$ cat src/rtl/xgmii_pkg.sv
// ----------------------------------------------------------------------------
// xgmii_pkg
// Shared XGMII character codes, the link status encoding, the per-column
// classification record and a lane unpack helper. Used by
// xgmii_col_decode and xgmii_rx_link_monitor.
// ----------------------------------------------------------------------------
package xgmii_pkg;

    localparam logic [7:0] XGMII_START  = 8'hFB;
    localparam logic [7:0] XGMII_TERM   = 8'hFD;
    localparam logic [7:0] XGMII_ERROR  = 8'hFE;
    localparam logic [7:0] XGMII_SEQ    = 8'h9C;
    localparam logic [7:0] XGMII_IDLE   = 8'h07;
    localparam logic [7:0] FAULT_LOCAL  = 8'h01;
    localparam logic [7:0] FAULT_REMOTE = 8'h02;

    typedef enum logic [1:0] {
        LINK_OK           = 2'd0,
        LINK_LOCAL_FAULT  = 2'd1,
        LINK_REMOTE_FAULT = 2'd2
    } link_status_t;

    typedef struct packed {
        logic       ctrl;
        logic [7:0] data;
    } xgmii_lane_t;

    // seq_type reuses the link status encoding: a local fault sequence
    // drives LINK_LOCAL_FAULT, a remote one LINK_REMOTE_FAULT.
    typedef struct packed {
        logic         is_seq;
        link_status_t seq_type;
        logic         start;
        logic         term;
        logic         err;
    } col_info_t;

    // Lane idx (0..3) of a 4-lane column: data [9i+7:9i], ctrl [9i+8].
    function automatic xgmii_lane_t lane_unpack(input logic [35:0] col,
                                                input logic [1:0]  idx);
        return xgmii_lane_t'(col[int'(idx) * 9 +: 9]);
    endfunction

endpackage

$ cat src/rtl/xgmii_col_decode.sv
// ----------------------------------------------------------------------------
// xgmii_col_decode
// Classifies one 4-lane XGMII column.
//   col   in   36  lanes 0..3 of the column, 9 bits each {ctrl, data}
//   info  out  col_info_t
//         is_seq/seq_type : column is a local or remote fault sequence set
//         start           : Start control character in lane 0 of the column
//         term            : Terminate control character in any lane
//         err             : Error control character in any lane
// ----------------------------------------------------------------------------
module xgmii_col_decode
    import xgmii_pkg::*;
(
    input  logic [35:0] col,
    output col_info_t   info
);

    xgmii_lane_t l0, l1, l2, l3, ln;

    always_comb begin
        l0   = lane_unpack(col, 2'd0);
        l1   = lane_unpack(col, 2'd1);
        l2   = lane_unpack(col, 2'd2);
        l3   = lane_unpack(col, 2'd3);
        ln   = '0;
        info = '0;

        if (l0.ctrl && (l0.data == XGMII_SEQ) &&
            !l1.ctrl && !l2.ctrl && !l3.ctrl &&
            (l1.data == 8'h00) && (l2.data == 8'h00)) begin
            if (l3.data == FAULT_LOCAL) begin
                info.is_seq   = 1'b1;
                info.seq_type = LINK_LOCAL_FAULT;
            end else if (l3.data == FAULT_REMOTE) begin
                info.is_seq   = 1'b1;
                info.seq_type = LINK_REMOTE_FAULT;
            end
        end

        // Start is only legal in the first lane of a column.
        info.start = l0.ctrl && (l0.data == XGMII_START);

        for (int i = 0; i < 4; i++) begin
            ln = lane_unpack(col, 2'(i));
            if (ln.ctrl && (ln.data == XGMII_TERM))  info.term = 1'b1;
            if (ln.ctrl && (ln.data == XGMII_ERROR)) info.err  = 1'b1;
        end
    end

endmodule

$ cat src/rtl/xgmii_rx_link_monitor.sv
// ----------------------------------------------------------------------------
// xgmii_rx_link_monitor
// RS link-fault monitor on the XGMII receive path of one 10GBASE-R port,
// with optional good/errored frame statistics.
//
// Ports
//   clk_156mhz     in   1      XGMII receive clock
//   rst_156mhz     in   1      synchronous active-high reset
//   xgmii_rx_dc    in   72     lanes 0-3 = column 0, lanes 4-7 = column 1
//   link_status    out  2      0 OK, 1 local fault, 2 remote fault
//   link_up        out  1      OK held for a full fault-free window
//   fault_evt      out  1      one-cycle pulse on every link_status change
//   stats_clear    in   1      clear both statistics counters
//   rx_frames      out  CNT_W  good frames (saturating)
//   rx_err_frames  out  CNT_W  errored / unterminated frames (saturating)
//
// Build option: define XGMII_RX_MON_STATS_EN to build the frame tracker and
// counters; without it the counters read 0 and stats_clear is ignored.
//
// Link states
//   state              | meaning
//   LINK_OK            | no fault condition
//   LINK_LOCAL_FAULT   | FAULT_THRESH local fault sets inside the window
//   LINK_REMOTE_FAULT  | FAULT_THRESH remote fault sets inside the window
// ----------------------------------------------------------------------------
module xgmii_rx_link_monitor
    import xgmii_pkg::*;
#(
    parameter int unsigned FAULT_THRESH = 4,
    parameter int unsigned WINDOW_COLS  = 128,
    parameter int unsigned CNT_W        = 32
) (
    input  logic             clk_156mhz,
    input  logic             rst_156mhz,
    input  logic [71:0]      xgmii_rx_dc,
    output logic [1:0]       link_status,
    output logic             link_up,
    output logic             fault_evt,
    input  logic             stats_clear,
    output logic [CNT_W-1:0] rx_frames,
    output logic [CNT_W-1:0] rx_err_frames
);

    localparam int unsigned SEQ_W = $clog2(FAULT_THRESH + 1);
    localparam int unsigned COL_W = $clog2(WINDOW_COLS + 1);
    localparam logic [SEQ_W-1:0] THR = SEQ_W'(FAULT_THRESH);
    localparam logic [COL_W-1:0] WIN = COL_W'(WINDOW_COLS);

    col_info_t info [2];

    xgmii_col_decode u_col0 (.col(xgmii_rx_dc[35:0]),  .info(info[0]));
    xgmii_col_decode u_col1 (.col(xgmii_rx_dc[71:36]), .info(info[1]));

    link_status_t     state, state_n;
    link_status_t     last_type, last_type_n;
    logic [SEQ_W-1:0] seq_cnt, seq_cnt_n;
    logic [COL_W-1:0] col_cnt, col_cnt_n;
    logic [COL_W-1:0] up_cnt, up_cnt_n;
    logic             link_up_n;

    always_ff @(posedge clk_156mhz) begin
        if (rst_156mhz) begin
            state     <= LINK_OK;
            last_type <= LINK_OK;
            seq_cnt   <= '0;
            col_cnt   <= '0;
            up_cnt    <= '0;
            link_up   <= 1'b0;
            fault_evt <= 1'b0;
        end else begin
            state     <= state_n;
            last_type <= last_type_n;
            seq_cnt   <= seq_cnt_n;
            col_cnt   <= col_cnt_n;
            up_cnt    <= up_cnt_n;
            link_up   <= link_up_n;
            fault_evt <= (state_n != state);
        end
    end

    // Column 0 is folded in before column 1 so a word holding both fault
    // types leaves the column-1 type as the one being counted. last_type of
    // LINK_OK means no sequence seen yet, so the first one always restarts.
    // col_cnt restarts on every fault set so that returning to OK needs a
    // full window of consecutive fault-free columns.
    always_comb begin
        state_n     = state;
        last_type_n = last_type;
        seq_cnt_n   = seq_cnt;
        col_cnt_n   = col_cnt;
        up_cnt_n    = up_cnt;

        for (int c = 0; c < 2; c++) begin
            if (info[c].is_seq) begin
                if ((info[c].seq_type != last_type_n) || (col_cnt_n >= WIN)) begin
                    seq_cnt_n   = SEQ_W'(1);
                    last_type_n = info[c].seq_type;
                end else if (seq_cnt_n != THR) begin
                    seq_cnt_n = seq_cnt_n + 1'b1;
                end
                col_cnt_n = '0;
                if (seq_cnt_n == THR) state_n = info[c].seq_type;
            end else begin
                if (col_cnt_n != WIN) col_cnt_n = col_cnt_n + 1'b1;
                if ((state_n != LINK_OK) && (col_cnt_n == WIN)) state_n = LINK_OK;
            end

            if ((state_n != LINK_OK) || info[c].is_seq) begin
                up_cnt_n = '0;
            end else if (up_cnt_n != WIN) begin
                up_cnt_n = up_cnt_n + 1'b1;
            end
        end

        // Once earned, link_up holds until the status leaves OK.
        link_up_n = (state_n == LINK_OK) && (link_up || (up_cnt_n == WIN));
    end

    assign link_status = state;

`ifdef XGMII_RX_MON_STATS_EN

    logic       in_frame, in_frame_n;
    logic       bad, bad_n;
    logic [1:0] add_good, add_err;

    function automatic logic [CNT_W-1:0] sat_add(input logic [CNT_W-1:0] a,
                                                 input logic [1:0]       b);
        logic [CNT_W:0] s;
        s = {1'b0, a} + (CNT_W + 1)'(b);
        return s[CNT_W] ? '1 : s[CNT_W-1:0];
    endfunction

    // Within a column the Start (lane 0) comes first, then any Error or
    // Terminate in the later lanes. Two columns can each close a frame, so
    // a counter may advance by two in one word.
    always_comb begin
        in_frame_n = in_frame;
        bad_n      = bad;
        add_good   = 2'd0;
        add_err    = 2'd0;

        for (int c = 0; c < 2; c++) begin
            if (info[c].start) begin
                if (in_frame_n) add_err = add_err + 2'd1;
                in_frame_n = 1'b1;
                bad_n      = 1'b0;
            end
            if (info[c].err && in_frame_n) bad_n = 1'b1;
            if (info[c].term && in_frame_n) begin
                if (bad_n) add_err  = add_err + 2'd1;
                else       add_good = add_good + 2'd1;
                in_frame_n = 1'b0;
                bad_n      = 1'b0;
            end
            if (info[c].is_seq && in_frame_n) begin
                add_err    = add_err + 2'd1;
                in_frame_n = 1'b0;
                bad_n      = 1'b0;
            end
        end
    end

    always_ff @(posedge clk_156mhz) begin
        if (rst_156mhz) begin
            in_frame      <= 1'b0;
            bad           <= 1'b0;
            rx_frames     <= '0;
            rx_err_frames <= '0;
        end else begin
            in_frame <= in_frame_n;
            bad      <= bad_n;
            if (stats_clear) begin
                rx_frames     <= '0;
                rx_err_frames <= '0;
            end else begin
                rx_frames     <= sat_add(rx_frames, add_good);
                rx_err_frames <= sat_add(rx_err_frames, add_err);
            end
        end
    end

`else

    assign rx_frames     = '0;
    assign rx_err_frames = '0;

    logic unused_stats;
    assign unused_stats = ^{stats_clear,
                            info[0].start, info[0].term, info[0].err,
                            info[1].start, info[1].term, info[1].err};

`endif

endmodule

$ cat config.mk
export PLATFORM = sky130hd
export DESIGN_NAME = xgmii_rx_link_monitor
export DESIGN_NICKNAME = d
export VERILOG_FILES = /design/src/rtl/xgmii_pkg.sv /design/src/rtl/xgmii_col_decode.sv /design/src/rtl/xgmii_rx_link_monitor.sv
export SDC_FILE = /design/constraint.sdc
export NUM_CORES = 1
export LEC_CHECK = 0
export ABC_AREA = 1
export CORE_ASPECT_RATIO = 0.8
export CORE_MARGIN = 10
export CORE_UTILIZATION = 35
export DETAILED_ROUTE_END_ITERATION = 10
export PLACE_DENSITY_LB_ADDON = 0.3
export SKIP_CTS_REPAIR_TIMING = 1
export SLEW_MARGIN = 20
export SYNTH_ARGS = -nofsm -noshare
export SYNTH_HDL_FRONTEND = slang
export SYNTH_HIERARCHICAL = 1
export SYNTH_SLANG_ARGS = --single-unit
$ cat constraint.sdc
create_clock -name clk_156mhz -period 5.64 [get_ports clk_156mhz]
set_clock_uncertainty 0.2 [all_clocks]
set_input_delay 1.41 -clock clk_156mhz [delete_from_list [all_inputs] [get_ports clk_156mhz]]
set_output_delay 1.41 -clock clk_156mhz [all_outputs]
set_load 0.1 [all_outputs]
==> impl_metrics.py, run 1 <==
metrics = {
    "outcome": {
        "status": "finished clean",
    },
    "timing": {
        "hold_ws_ns": 0.274,
        "period_share": 0.831,
        "hold_violations": 0,
        "setup_viol": 0,
        "max_freq_ghz": 0.213,
        "rsz0062_at_grt": "false",
        "slew_violations": 0,
        "max-slew-margin-rel": 0.330,
        "period_needed_ns": 4.69,
        "tightest_slew_ns": 1.00,
        "tns_ns": 0,
    },
    "job": {
        "maxCapViolations": 0,
    },
    "yosys": {
        "netlist_instances": 547,
        "yosysWarnings": 6,
        "syn-cell-area_mm2": 0.00328,
        "avgSynthCellArea_um2": 5.99,
    },
    "clock_tree": {
        "cts_made_buffers": 3,
        "clock_path_buffers": 2,
        "htreeDepth": 1,
        "root_buffer": "clkbuf_16",
        "clk_pin_slew_ns": 0.07,
        "cts_num_sinks": 25,
        "clk_latency_ns": 0.26,
        "cts_tree": "built",
    },
    "global_routing": {
        "grt_pass1_wl_mm": 13.8,
        "gr-total-overflow": 0,
        "antenna_found_initial": 0,
        "grt_pass1_vias": 3104,
        "grt_max_degree": 16,
        "grtUsageTotal": 0.118,
    },
    "route": {
        "via_per_inst": 4.24,
        "drtIter0Drc": 127,
        "finalWirelength_mm": 8.25,
        "drc": 0,
        "wl_per_cell_um": 11.2,
        "antenna_left": 0,
        "via_count": 3136,
        "dr.pass1.iters": 4,
    },
    "floorplan": {
        "rows": 31,
        "start_util": 0.361,
        "fp.dieH_um": 107,
        "die_w_um": 128,
        "core_mm2": 0.00908,
        "io_pins": 143,
        "die-area_mm2": 0.0137,
    },
    "cells_and_area": {
        "final_common_cell": "nand2_1",
        "antenna_cells": 0,
        "fin_nets": 713,
        "drive_gt1_frac": 0.125,
        "regArea_um2": 500,
        "layout.cells.most_common_list": "nand2_1, inv_1, clkdlybuf4s50_1",
        "area_growth_pct": 22.6,
        "nFillCells": 993,
        "final_cell_area_mm2": 0.00402,
        "multi_input_area_mm2": 0.00212,
    },
    "place": {
        "dpl_cell_area_mm2": 0.00393,
        "dpl.hpwl_mm": 7.48,
        "routabilityCongestion": 0.841,
        "io_buffers": 77,
    },
    "setup_path": {
        "cp.required_ns": 5.64,
        "startpoint_type": "input pin",
        "path_max_fanout": 11,
        "critPathArrivalTime_ns": 4.69,
        "cp-end-kind": "flip-flop",
        "path_class": "input pin to flip-flop",
    },
    "power": {
        "power_mw": 0.634,
        "leakage_nw": 1.85,
        "irDropWorstVdd_mv": 0.128,
        "pwr_density_cell_mw_per_mm2": 158,
    },
    "worst_hold_path": {
        "hold_class": "flip-flop to flip-flop",
    },
}
-- cell type report --
class | count | share of cell area
clock buffers | 3 | 0.0187
clock inverters | 1 | 0.00187
inverters | 101 | 0.0944
multi-input cells | 416 | 0.529
flip-flops and latches | 25 | 0.125
well taps | 115 | 0.0358
repair buffers | 79 | 0.196
-- worst paths after layout --
check | cells after the start | slack (ns) | from | endpoint
max | 25 | 0.95 | xgmii_rx_dc[3] | link_up
min | 2 | 0.27 | link_up | link_up
max reg2reg | 26 | 2.28 | col_cnt[0] | link_up
min reg2reg | 2 | 0.27 | link_up | link_up
-- sequential cells by signal, summed over array words and instances (netlist names) --
name and flops:
link_status 2, col_cnt 8, seq_cnt 3, last_type 2
link_up 1, fault_evt 1, up_cnt 8
-- worst max-delay path: stages --
cell and delay [ns]:
clkdlybuf4s50_1 0.45, nand2_1 0.05, nor2_1 0.10, nand2_1 0.07, nor2_2 0.10, nand2_1 0.09
nor2_1 0.10, buf_4 0.15, inv_2 0.12, nor3_1 0.20, inv_1 0.06, o22ai_1 0.20
inv_1 0.10, ha_1 0.29, inv_1 0.08, nand3_1 0.11, nor2_2 0.13, nand2_1 0.07
nand3_2 0.11, nand2_2 0.10, nor3_4 0.17, nand3_2 0.10, nor2_2 0.09, nand2_1 0.10
a21oi_2 0.12
-- metal layers --
metal	share of wire	track usage	routed length, µm
met5	0	0	0
met4	0.0047	0.0144	39
met3	0.069	0.0313	567
met2	0.48	0.211	4000
met1	0.44	0.141	3650
-- stage by stage --
| stage | std cells | setup slack (ns) | utilization |
|---|---|---|---|
| 2_1_floorplan | 610 | 1.35 | - |
| 3_5_place_dp | 736 | 0.652 | 0.433 |
| 6_report | 740 | 0.954 | 0.443 |
| 4_1_cts | 740 | 0.923 | 0.443 |
| 3_3_place_gp | 736 | 0.722 | 0.433 |
| 5_1_grt | 740 | 0.456 | 0.443 |
-- power by group --
| part | switching, mW | leakage [nW] | internal (mW) | total [mW] |
|---|---|---|---|---|
| Combinational | 0.228 | 1.61 | 0.0634 | 0.292 |
| Sequential | 0.00376 | 0.203 | 0.180 | 0.184 |
| Clock | 0.0625 | 0.0371 | 0.0962 | 0.159 |
Power figures use the tool's default switching activity.
==> run 2, diff against run 1 <==
Clock period 5.64 ns to 4.2 ns, I/O delays scaled along.
==> run 2 against run 1 <==
Against the previous run:
- total power increased by 36%
- register-to-register slack got worse by 1.5 ns
- largest power group unchanged
- die area unchanged
==> impl_metrics.py, run 2 (synthesis gave the netlist of run 1 again) <==
metrics = {
    "timing": {
        "tightest_slew_ns": 1.00,
        "hold_ws_ns": 0.257,
        "setup_viol": 0,
        "period_share": 0.971,
        "max_freq_ghz": 0.245,
        "period_needed_ns": 4.08,
        "hold_violations": 0,
        "slew_violations": 0,
        "max-slew-margin-rel": 0.328,
    },
    "floorplan": {
        "fp.dieH_um": 107,
        "core_mm2": 0.00908,
        "rows": 31,
        "io_pins": 143,
        "start_util": 0.361,
        "die-area_mm2": 0.0137,
        "die_w_um": 128,
    },
    "clock_tree": {
        "cts_tree": "built",
        "clk_pin_slew_ns": 0.06,
        "cts_made_buffers": 3,
        "clk_latency_ns": 0.26,
        "clock_path_buffers": 2,
        "cts_num_sinks": 25,
        "htreeDepth": 1,
        "root_buffer": "clkbuf_16",
    },
    "setup_path": {
        "path_class": "input pin to flip-flop",
        "cp.required_ns": 4.20,
        "path_max_fanout": 2,
        "startpoint_type": "input pin",
        "cp_slowest_stage_delay_ns": 0.50,
        "path_cells": "clkdlybuf4s50_1 > inv_1 > nor2_2 > nand2_2 > nor2_4 > xor2_2 > nor3_2 > inv_1 > o22ai_2 > inv_2 > ha_4 > nand3_1 > nand3_2 > nor2_2 > nand2_1 > nand3_2 > nand2_2 > nor3_4 > nand3_2 > nor2_4 > nand2_2 > a21oi_2",
        "critPathArrivalTime_ns": 4.07,
        "cp-end-kind": "flip-flop",
        "slowest_stage": "clkdlybuf4s50_1",
    },
    "power": {
        "pwr_density_cell_mw_per_mm2": 185,
        "power_mw": 0.861,
        "irDropWorstVdd_mv": 0.188,
        "leakage_nw": 2.44,
    },
    "job": {
        "maxCapViolations": 0,
    },
    "route": {
        "via_per_inst": 4.32,
        "dr.pass1.iters": 4,
        "drc": 0,
        "via_count": 3420,
        "finalWirelength_mm": 9.39,
        "drtIter0Drc": 120,
        "antenna_left": 0,
        "wl_per_cell_um": 11.9,
    },
    "global_routing": {
        "grt_max_degree": 15,
        "grt_pass1_vias": 3282,
        "grtUsageTotal": 0.123,
        "gr-total-overflow": 0,
        "grt_pass1_wl_mm": 14.5,
        "antenna_found_initial": 0,
    },
    "worst_hold_path": {
        "hold_class": "flip-flop to flip-flop",
    },
    "cells_and_area": {
        "fin_nets": 764,
        "nFillCells": 947,
        "final_util": 0.514,
        "final_common_cell": "nand2_1",
        "top_regs": "col_cnt (8), up_cnt (8), seq_cnt (3)",
        "area_growth_pct": 42.3,
        "antenna_cells": 0,
        "drive_gt1_frac": 0.241,
        "layout.cells.most_common_list": "nand2_1, inv_1, nor2_1",
    },
    "place": {
        "io_buffers": 77,
        "dpl.hpwl_mm": 7.91,
        "routabilityCongestion": 0.878,
    },
    "outcome": {
        "status": "finished clean",
    },
}
==> run 2: critical path: cells and delay by family <==
| family | cells | cell delay [ns] |
|---|---|---|
| and+or+nand+nor | 14 | 1.77 |
| AOI/OAI and AO/OA | 2 | 0.26 |
| xor gates and xnor gates | 1 | 0.11 |
| adders and majority gates | 1 | 0.17 |
| buffers and inverters | 4 | 0.71 |
==> run 2: cell type report <==
cell class / instances / area, µm² / share of cell area
clock buffer: 3 / 75.1 / 0.0161
tap: 115 / 144 / 0.0308
inverter: 101 / 379 / 0.0813
clock inverter: 1 / 5.00 / 0.00107
multi-input combinational: 416 / 2300 / 0.492
timing repair buffer: 130 / 1260 / 0.271
sequential: 25 / 500 / 0.107
==> run 2: path summary, 6_finish.rpt <==
path	cells after the start	start	slack, ns	end
max	22	xgmii_rx_dc[27]	0.12	link_up
max reg2reg	24	col_cnt[0]	0.75	link_up
min reg2reg	2	link_up	0.26	link_up
min	2	link_up	0.26	link_up
==> run 2: layer usage <==
layer / part of all wire / wire length [µm] / up-vias / global-route usage
met5: 0 / 0 / - / 0
met4: 0.0032 / 30 / 0 / 0.0177
met3: 0.065 / 613 / 2 / 0.0323
met2: 0.52 / 4850 / 101 / 0.229
met1: 0.42 / 3900 / 1514 / 0.140
li1: - / - / 1803 / -
==> run 2: per-stage QoR <==
stage	TNS, ns	cells	instance area [µm²]	setup WS [ns]
floorplan	0	610	3510	0.269
global placement	-0.598	778	4250	-0.236
finish	0	791	4660	0.122
global route	-0.0710	791	4660	-0.0602
detailed placement	-1.30	778	4250	-0.305
CTS	-0.0562	782	4330	-0.0562
==> run 2: where the power goes <==
group / switching, mW / total [mW] / internal, mW
sequential: 0.00509 / 0.247 / 0.242
clock: 0.0885 / 0.217 / 0.128
combinational: 0.312 / 0.398 / 0.0858
total: 0.405 / 0.861 / 0.456
